**src/rtl/ex_pkg.sv**
```systemverilog
// ex_pkg: shared definitions for the execute issue stage.
//   - EX_XLEN / EX_RADDR_W : default datapath and register-address widths
//   - OP_*                 : ALU opcode encodings (anything else is a NOP)
//   - ex_entry_t           : one decoded op as stored in the issue buffer
package ex_pkg;

    localparam int EX_XLEN    = 32;
    localparam int EX_RADDR_W = 5;

    localparam logic [2:0] OP_ADD = 3'b001;
    localparam logic [2:0] OP_SUB = 3'b010;
    localparam logic [2:0] OP_AND = 3'b011;
    localparam logic [2:0] OP_OR  = 3'b100;
    localparam logic [2:0] OP_SLL = 3'b101;
    localparam logic [2:0] OP_SRL = 3'b110;

    // op2 already holds the immediate when use_imm is set; use_imm is kept
    // so held-op forwarding knows not to overwrite it.
    typedef struct packed {
        logic [2:0]            opcode;
        logic [EX_RADDR_W-1:0] rs1_addr;
        logic [EX_RADDR_W-1:0] rs2_addr;
        logic                  use_imm;
        logic [EX_XLEN-1:0]    op1;
        logic [EX_XLEN-1:0]    op2;
        logic [EX_RADDR_W-1:0] rd_addr;
    } ex_entry_t;

endpackage

```
**src/rtl/ex_fwd_sel.sv**
```systemverilog
// ex_fwd_sel: combinational writeback-forward select for one operand.
//   addr_i / data_i          : source register address and current value
//   fwd_valid_i / fwd_rd_addr_i / fwd_data_i : writeback completing this cycle
//   data_o                   : fwd_data_i on a nonzero address match, else data_i
// x0 is never forwarded, so a read of x0 keeps the register-file value.
module ex_fwd_sel #(
    parameter int XLEN    = 32,
    parameter int RADDR_W = 5
) (
    input  logic [RADDR_W-1:0] addr_i,
    input  logic [XLEN-1:0]    data_i,
    input  logic               fwd_valid_i,
    input  logic [RADDR_W-1:0] fwd_rd_addr_i,
    input  logic [XLEN-1:0]    fwd_data_i,
    output logic [XLEN-1:0]    data_o
);

    assign data_o = (fwd_valid_i && (addr_i != '0) && (addr_i == fwd_rd_addr_i))
                    ? fwd_data_i : data_i;

endmodule

```
**src/rtl/ex_issue_stage.sv**
```systemverilog
// ex_issue_stage: decode-to-execute pipeline register feeding the ALU.
// Two-entry skid buffer (main + skid). Outputs come straight from the main
// entry flops; in_ready is a flop equal to !skid_valid.
//
// Handshake: a transfer happens on a rising edge where valid & ready are both
// high (in_valid & in_ready on the input side, out_valid & out_ready on the
// output side); a valid op holds its fields stable until it transfers, apart
// from writeback-forwarding updates of its stored operands.
//
// Ports:
//   clk, rst                      : clock, synchronous active-high reset
//   in_valid/in_ready + in_*      : decoded op from decode
//   flush                         : drop every held and incoming op
//   fwd_valid/fwd_rd_addr/fwd_data: writeback completing this cycle
//   out_valid/out_ready + alu_*, out_rd_addr : op presented to the ALU
//
// Build option: EX_SHAMT_MASK_EN masks alu_operand_2 to its low 5 bits for
// SLL/SRL on the output path.
module ex_issue_stage #(
    parameter int XLEN    = ex_pkg::EX_XLEN,
    parameter int RADDR_W = ex_pkg::EX_RADDR_W
) (
    input  logic               clk,
    input  logic               rst,
    input  logic               in_valid,
    output logic               in_ready,
    input  logic [2:0]         in_opcode,
    input  logic [RADDR_W-1:0] in_rs1_addr,
    input  logic [RADDR_W-1:0] in_rs2_addr,
    input  logic [XLEN-1:0]    in_rs1_data,
    input  logic [XLEN-1:0]    in_rs2_data,
    input  logic [XLEN-1:0]    in_imm,
    input  logic               in_use_imm,
    input  logic [RADDR_W-1:0] in_rd_addr,
    input  logic               flush,
    input  logic               fwd_valid,
    input  logic [RADDR_W-1:0] fwd_rd_addr,
    input  logic [XLEN-1:0]    fwd_data,
    output logic               out_valid,
    input  logic               out_ready,
    output logic [2:0]         alu_opcode,
    output logic [XLEN-1:0]    alu_operand_1,
    output logic [XLEN-1:0]    alu_operand_2,
    output logic [RADDR_W-1:0] out_rd_addr
);
    import ex_pkg::*;

    ex_entry_t main_q, main_d, skid_q, skid_d;
    ex_entry_t cap_e, main_fw, skid_fw;
    logic      main_valid_q, main_valid_d;
    logic      skid_valid_q, skid_valid_d;
    logic      in_ready_q, in_ready_d;
    logic      accept, drain;

    logic [XLEN-1:0] cap_op1, cap_op2;
    logic [XLEN-1:0] main_op1, main_op2, skid_op1, skid_op2;

    assign accept = in_valid && in_ready_q;
    assign drain  = main_valid_q && out_ready;

    // Forward selects: capture path, then each held entry.
    ex_fwd_sel #(.XLEN(XLEN), .RADDR_W(RADDR_W)) u_cap_rs1 (
        .addr_i(in_rs1_addr), .data_i(in_rs1_data), .fwd_valid_i(fwd_valid),
        .fwd_rd_addr_i(fwd_rd_addr), .fwd_data_i(fwd_data), .data_o(cap_op1));
    ex_fwd_sel #(.XLEN(XLEN), .RADDR_W(RADDR_W)) u_cap_rs2 (
        .addr_i(in_rs2_addr), .data_i(in_rs2_data), .fwd_valid_i(fwd_valid),
        .fwd_rd_addr_i(fwd_rd_addr), .fwd_data_i(fwd_data), .data_o(cap_op2));
    ex_fwd_sel #(.XLEN(XLEN), .RADDR_W(RADDR_W)) u_main_rs1 (
        .addr_i(main_q.rs1_addr), .data_i(main_q.op1), .fwd_valid_i(fwd_valid),
        .fwd_rd_addr_i(fwd_rd_addr), .fwd_data_i(fwd_data), .data_o(main_op1));
    ex_fwd_sel #(.XLEN(XLEN), .RADDR_W(RADDR_W)) u_main_rs2 (
        .addr_i(main_q.rs2_addr), .data_i(main_q.op2), .fwd_valid_i(fwd_valid),
        .fwd_rd_addr_i(fwd_rd_addr), .fwd_data_i(fwd_data), .data_o(main_op2));
    ex_fwd_sel #(.XLEN(XLEN), .RADDR_W(RADDR_W)) u_skid_rs1 (
        .addr_i(skid_q.rs1_addr), .data_i(skid_q.op1), .fwd_valid_i(fwd_valid),
        .fwd_rd_addr_i(fwd_rd_addr), .fwd_data_i(fwd_data), .data_o(skid_op1));
    ex_fwd_sel #(.XLEN(XLEN), .RADDR_W(RADDR_W)) u_skid_rs2 (
        .addr_i(skid_q.rs2_addr), .data_i(skid_q.op2), .fwd_valid_i(fwd_valid),
        .fwd_rd_addr_i(fwd_rd_addr), .fwd_data_i(fwd_data), .data_o(skid_op2));

    // Captured entry and forward-refreshed copies of the held entries.
    always_comb begin
        cap_e          = '0;
        cap_e.opcode   = in_opcode;
        cap_e.rs1_addr = in_rs1_addr;
        cap_e.rs2_addr = in_rs2_addr;
        cap_e.use_imm  = in_use_imm;
        cap_e.op1      = cap_op1;
        cap_e.op2      = in_use_imm ? in_imm : cap_op2;
        cap_e.rd_addr  = in_rd_addr;

        main_fw     = main_q;
        main_fw.op1 = main_op1;
        if (!main_q.use_imm) main_fw.op2 = main_op2;

        skid_fw     = skid_q;
        skid_fw.op1 = skid_op1;
        if (!skid_q.use_imm) skid_fw.op2 = skid_op2;
    end

    // Buffer control. Skid is only ever valid while main is valid.
    always_comb begin
        main_d       = main_fw;
        skid_d       = skid_fw;
        main_valid_d = main_valid_q;
        skid_valid_d = skid_valid_q;

        if (!main_valid_q) begin
            if (accept) begin
                main_d       = cap_e;
                main_valid_d = 1'b1;
            end
        end else if (drain) begin
            if (skid_valid_q) begin
                // in_ready is low here, so no input can be accepted.
                main_d       = skid_fw;
                skid_valid_d = 1'b0;
            end else if (accept) begin
                main_d = cap_e;
            end else begin
                main_valid_d = 1'b0;
            end
        end else if (accept) begin
            skid_d       = cap_e;
            skid_valid_d = 1'b1;
        end

        // Flush drops validity only; a same-cycle drain was still consumed.
        if (flush) begin
            main_valid_d = 1'b0;
            skid_valid_d = 1'b0;
        end

        in_ready_d = !skid_valid_d;
    end

    always_ff @(posedge clk) begin
        if (rst) begin
            main_q       <= '0;
            skid_q       <= '0;
            main_valid_q <= 1'b0;
            skid_valid_q <= 1'b0;
            in_ready_q   <= 1'b1;
        end else begin
            main_q       <= main_d;
            skid_q       <= skid_d;
            main_valid_q <= main_valid_d;
            skid_valid_q <= skid_valid_d;
            in_ready_q   <= in_ready_d;
        end
    end

    assign in_ready      = in_ready_q;
    assign out_valid     = main_valid_q;
    assign alu_opcode    = main_q.opcode;
    assign alu_operand_1 = main_q.op1;
    assign out_rd_addr   = main_q.rd_addr;

`ifdef EX_SHAMT_MASK_EN
    // RV32 shifts use only the low 5 bits of the shift amount.
    assign alu_operand_2 = ((main_q.opcode == OP_SLL) || (main_q.opcode == OP_SRL))
                           ? {{(XLEN-5){1'b0}}, main_q.op2[4:0]} : main_q.op2;
`else
    assign alu_operand_2 = main_q.op2;
`endif

endmodule

```
**config.mk**
```make
export PLATFORM = sky130hd
export DESIGN_NAME = ex_issue_stage
export DESIGN_NICKNAME = d
export VERILOG_FILES = /design/src/rtl/ex_pkg.sv /design/src/rtl/ex_fwd_sel.sv /design/src/rtl/ex_issue_stage.sv
export SDC_FILE = /design/constraint.sdc
export NUM_CORES = 1
export LEC_CHECK = 0
export BUFFER_PORTS_ARGS = -buffer_cell sky130_fd_sc_hd__buf_2
export CAP_MARGIN = 25
export CORE_ASPECT_RATIO = 1.75
export CORE_UTILIZATION = 31
export CTS_BUF_LIST = sky130_fd_sc_hd__clkbuf_16
export DETAILED_ROUTE_END_ITERATION = 6
export GPL_TIMING_DRIVEN = 1
export HOLD_SLACK_MARGIN = 0.03
export MAX_ROUTING_LAYER = met4
export SYNTH_ARGS = -nofsm -noshare
export SYNTH_HDL_FRONTEND = slang
export SYNTH_SLANG_ARGS = --single-unit
```
**constraint.sdc**
```tcl
create_clock -name clk -period 3.1 [get_ports clk]
set_input_delay 0.775 -clock clk [delete_from_list [all_inputs] [get_ports clk]]
set_output_delay 0.775 -clock clk [all_outputs]
set_load 0.005 [all_outputs]
```
==> impl_metrics.json <==
{
  "antenna_found_initial": 1,
  "synth_top_family_by_area": "compound AO/OA/AOI/OAI gates",
  "grt_overflow_total": 0,
  "dpl_cell_area_mm2": 0.0119,
  "async_reset_ff_frac": 0,
  "antenna_left": 0,
  "endpoint_kind": "flip-flop",
  "synthTopCellsByArea": "dfxtp_1, mux2i_1, o32ai_2",
  "dr.pass1.iters": 6,
  "maxSlewHeadroom": 0.449,
  "track_usage": 0.237,
  "drt_iter0_markers": 626,
  "synthesis.area_mm2": 0.0103,
  "yosys.area_share.adder": 0,
  "slew_violations": 0,
  "power_frac_clock": 0.413,
  "clk_pin_slew_ns": 0.06,
  "synthesis.nets": 1367,
  "synth.top_cell.area_share": 0.329,
  "clock_path_buffers": 2,
  "vias": 10249,
  "stdcell_area_mm2": 0.0125,
  "peakVddDrop_uv": 424,
  "routed_via_density": 5.76,
  "layout_setup_ws_ns": 0.556,
  "die_w_um": 140,
  "postSynthCellCount": 1209,
  "dieArea_mm2": 0.0340,
  "routabilityCongestion": 0.851,
  "clk_latency_ns": 0.45,
  "fin_setup_tns_ns": 0,
  "muxShareOfSynthArea": 0.172,
  "grt_pass1_wl_mm": 59.5,
  "drive_gt1_frac": 0.250,
  "synth.most_common_cell": "mux2i_1",
  "period_needed_ns": 2.54,
  "path_class": "primary input to flip-flop",
  "cts_setup_buffers": 0,
  "hold_path.class": "flip-flop to flip-flop",
  "ys_warn_count": 0,
  "p_per_area_mw_per_mm2": 451,
  "hold_violations": 0,
  "crit_path_start_kind": "primary input",
  "fin_skew_ns": 0.00741,
  "layout.cells.non_filler": 1780,
  "hold_buffers": 0,
  "cts_sinks": 169,
  "ios": 232,
  "initial_core_util": 0.317,
  "crit_fanout": 20,
  "place_inst": 1751,
  "maxCapViolations": 0,
  "max_freq_mhz": 393,
  "synth-seq-cells": 169,
  "syn_to_final_growth_pct": 21.1,
  "status": "complete, no violations",
  "htree_levels": 4,
  "holdWs_ns": 0.457,
  "finalCritPeriodShare": 0.821,
  "place_worst_setup_slack_ns": 0.143,
  "ys_seq_area_frac": 0.329,
  "max_slew.worst_pin.slew_ns": 0.809,
  "yosysUniqueCellTypes": 50,
  "p_int_mw": 4.07,
  "routedWlPerCell_um": 21.9,
  "leakagePower_nw": 5.13,
  "root_buffer": "clkbuf_16",
  "synthTopCellsByCount": "mux2i_1, dfxtp_1, nor2_1",
  "swShare": 0.276,
  "cts_resized": 0,
  "synth-simple-area-share": 0.147,
  "port_buffers": 231,
  "synth_compound_area_frac": 0.269,
  "cts_tree": "done",
  "cp.arrival_ns": 2.90,
  "setup_viol": 0,
  "seqPwrFrac": 0.421,
  "grt_setup_unrepaired": "false",
  "drt-total-wl_mm": 39.0,
  "remaining_drc_errors": 0,
  "grt_max_degree": 62,
  "die_h_um": 243,
  "core-area_mm2": 0.0324,
  "required_ns": 3.45,
  "synthXorXnorAreaFrac": 0.0204,
  "hpwlAfterDp_mm": 26.2,
  "synth-edff-count": 0,
  "p_switching_mw": 1.55,
  "cts_buffers": 17,
  "nets": 1528,
  "ys_dominant_reg_cell": "dfxtp_1",
  "pwr-share-comb": 0.166,
  "rows": 87,
  "grt_pass1_vias": 10342,
  "synth_top_area_cell": "dfxtp_1",
  "syn_area_per_cell_um2": 8.51
}
sequential cells by signal (all words and copies together) (netlist names):
signal,count
alu_opcode,3
skid_fw,19
skid_valid_q,1
out_valid,1
out_rd_addr,5
main_fw,11
skid_q,64
in_ready,1
alu_operand_1,32
alu_operand_2,32
critical path, stage by stage:
cell	delay, ns
buf_2	0.12
nor4_1	0.43
o21ai_1	0.15
and4_2	0.27
mux2i_4	0.63
buf_4	0.27
nor2_1	0.04
nor3_1	0.20
cell usage in the layout, fill, tap and decap left out, drive strengths merged, types with 34 or more instances in the layout:
master and count:
o22ai 47, o22a 48, o21ai 34, nor3 37
o32ai 63, nand2 105, buf 267, nand3 38
a21oi 82, mux2i 177, dfxtp 169, nor2 127
path summary, 6_finish.rpt:
| path | start | end | slack (ns) | cells past startpoint |
|---|---|---|---|---|
| min reg2reg | skid_fw[1]$_SDFFE_PP0P_ | skid_fw[1]$_SDFFE_PP0P_ | 0.46 | 2 |
| min | skid_fw[1]$_SDFFE_PP0P_ | skid_fw[1]$_SDFFE_PP0P_ | 0.46 | 2 |
| max | in_rs1_addr[0] | skid_q[39]$_SDFF_PP0_ | 0.56 | 8 |
| max reg2reg | skid_fw[75]$_SDFFE_PP0P_ | skid_q[39]$_SDFF_PP0_ | 0.62 | 6 |
metal layers:
layer / track usage / wire, µm / part of all wire / vias up
met5: - / 0 / 0 / -
met4: 0.150 / 2170 / 0.056 / 0
met3: 0.0306 / 1710 / 0.044 / 98
met2: 0.422 / 20500 / 0.53 / 367
met1: 0.244 / 14600 / 0.37 / 4973
li1: - / - / - / 4811
power by group through the flow:
stage               sequential, mW  clock, mW  combinational (mW)
finish                        2.36       2.32               0.935
floorplan                     2.39          0               0.527
detailed placement            2.41          0               0.937
CTS                           2.36       2.38               0.940
global route                  2.38       2.44                1.02
global placement              2.41          0               0.921
layout make-up:
type | count | area (µm²)
clock buffer | 17 | 425
inverter | 18 | 67.6
timing repair buffer | 267 | 1550
fill | 3357 | 20000
multi-input combinational | 897 | 6350
antenna | 1 | 2.50
clock inverter | 11 | 183
tap | 400 | 500
sequential | 169 | 3380
cells by family (layout without fill, tap and decap cells):
family                    count (synthesis)  in the layout
and+or+nand+nor                         345            345
DFF                                     169            169
AOI/OAI and AO/OA                       351            351
muxes                                   177            177
xor gates and xnor gates                 24             24
other                                     0              1
buffers and inverters                   143            313
metrics by stage:
stage	utilization	total power [mW]
detailed placement	0.365	3.35
CTS	0.384	5.68
finish	0.384	5.62
global route	0.384	5.84
floorplan	-	2.92
global placement	0.365	3.33
No activity file was read; power rests on OpenSTA's default activity.
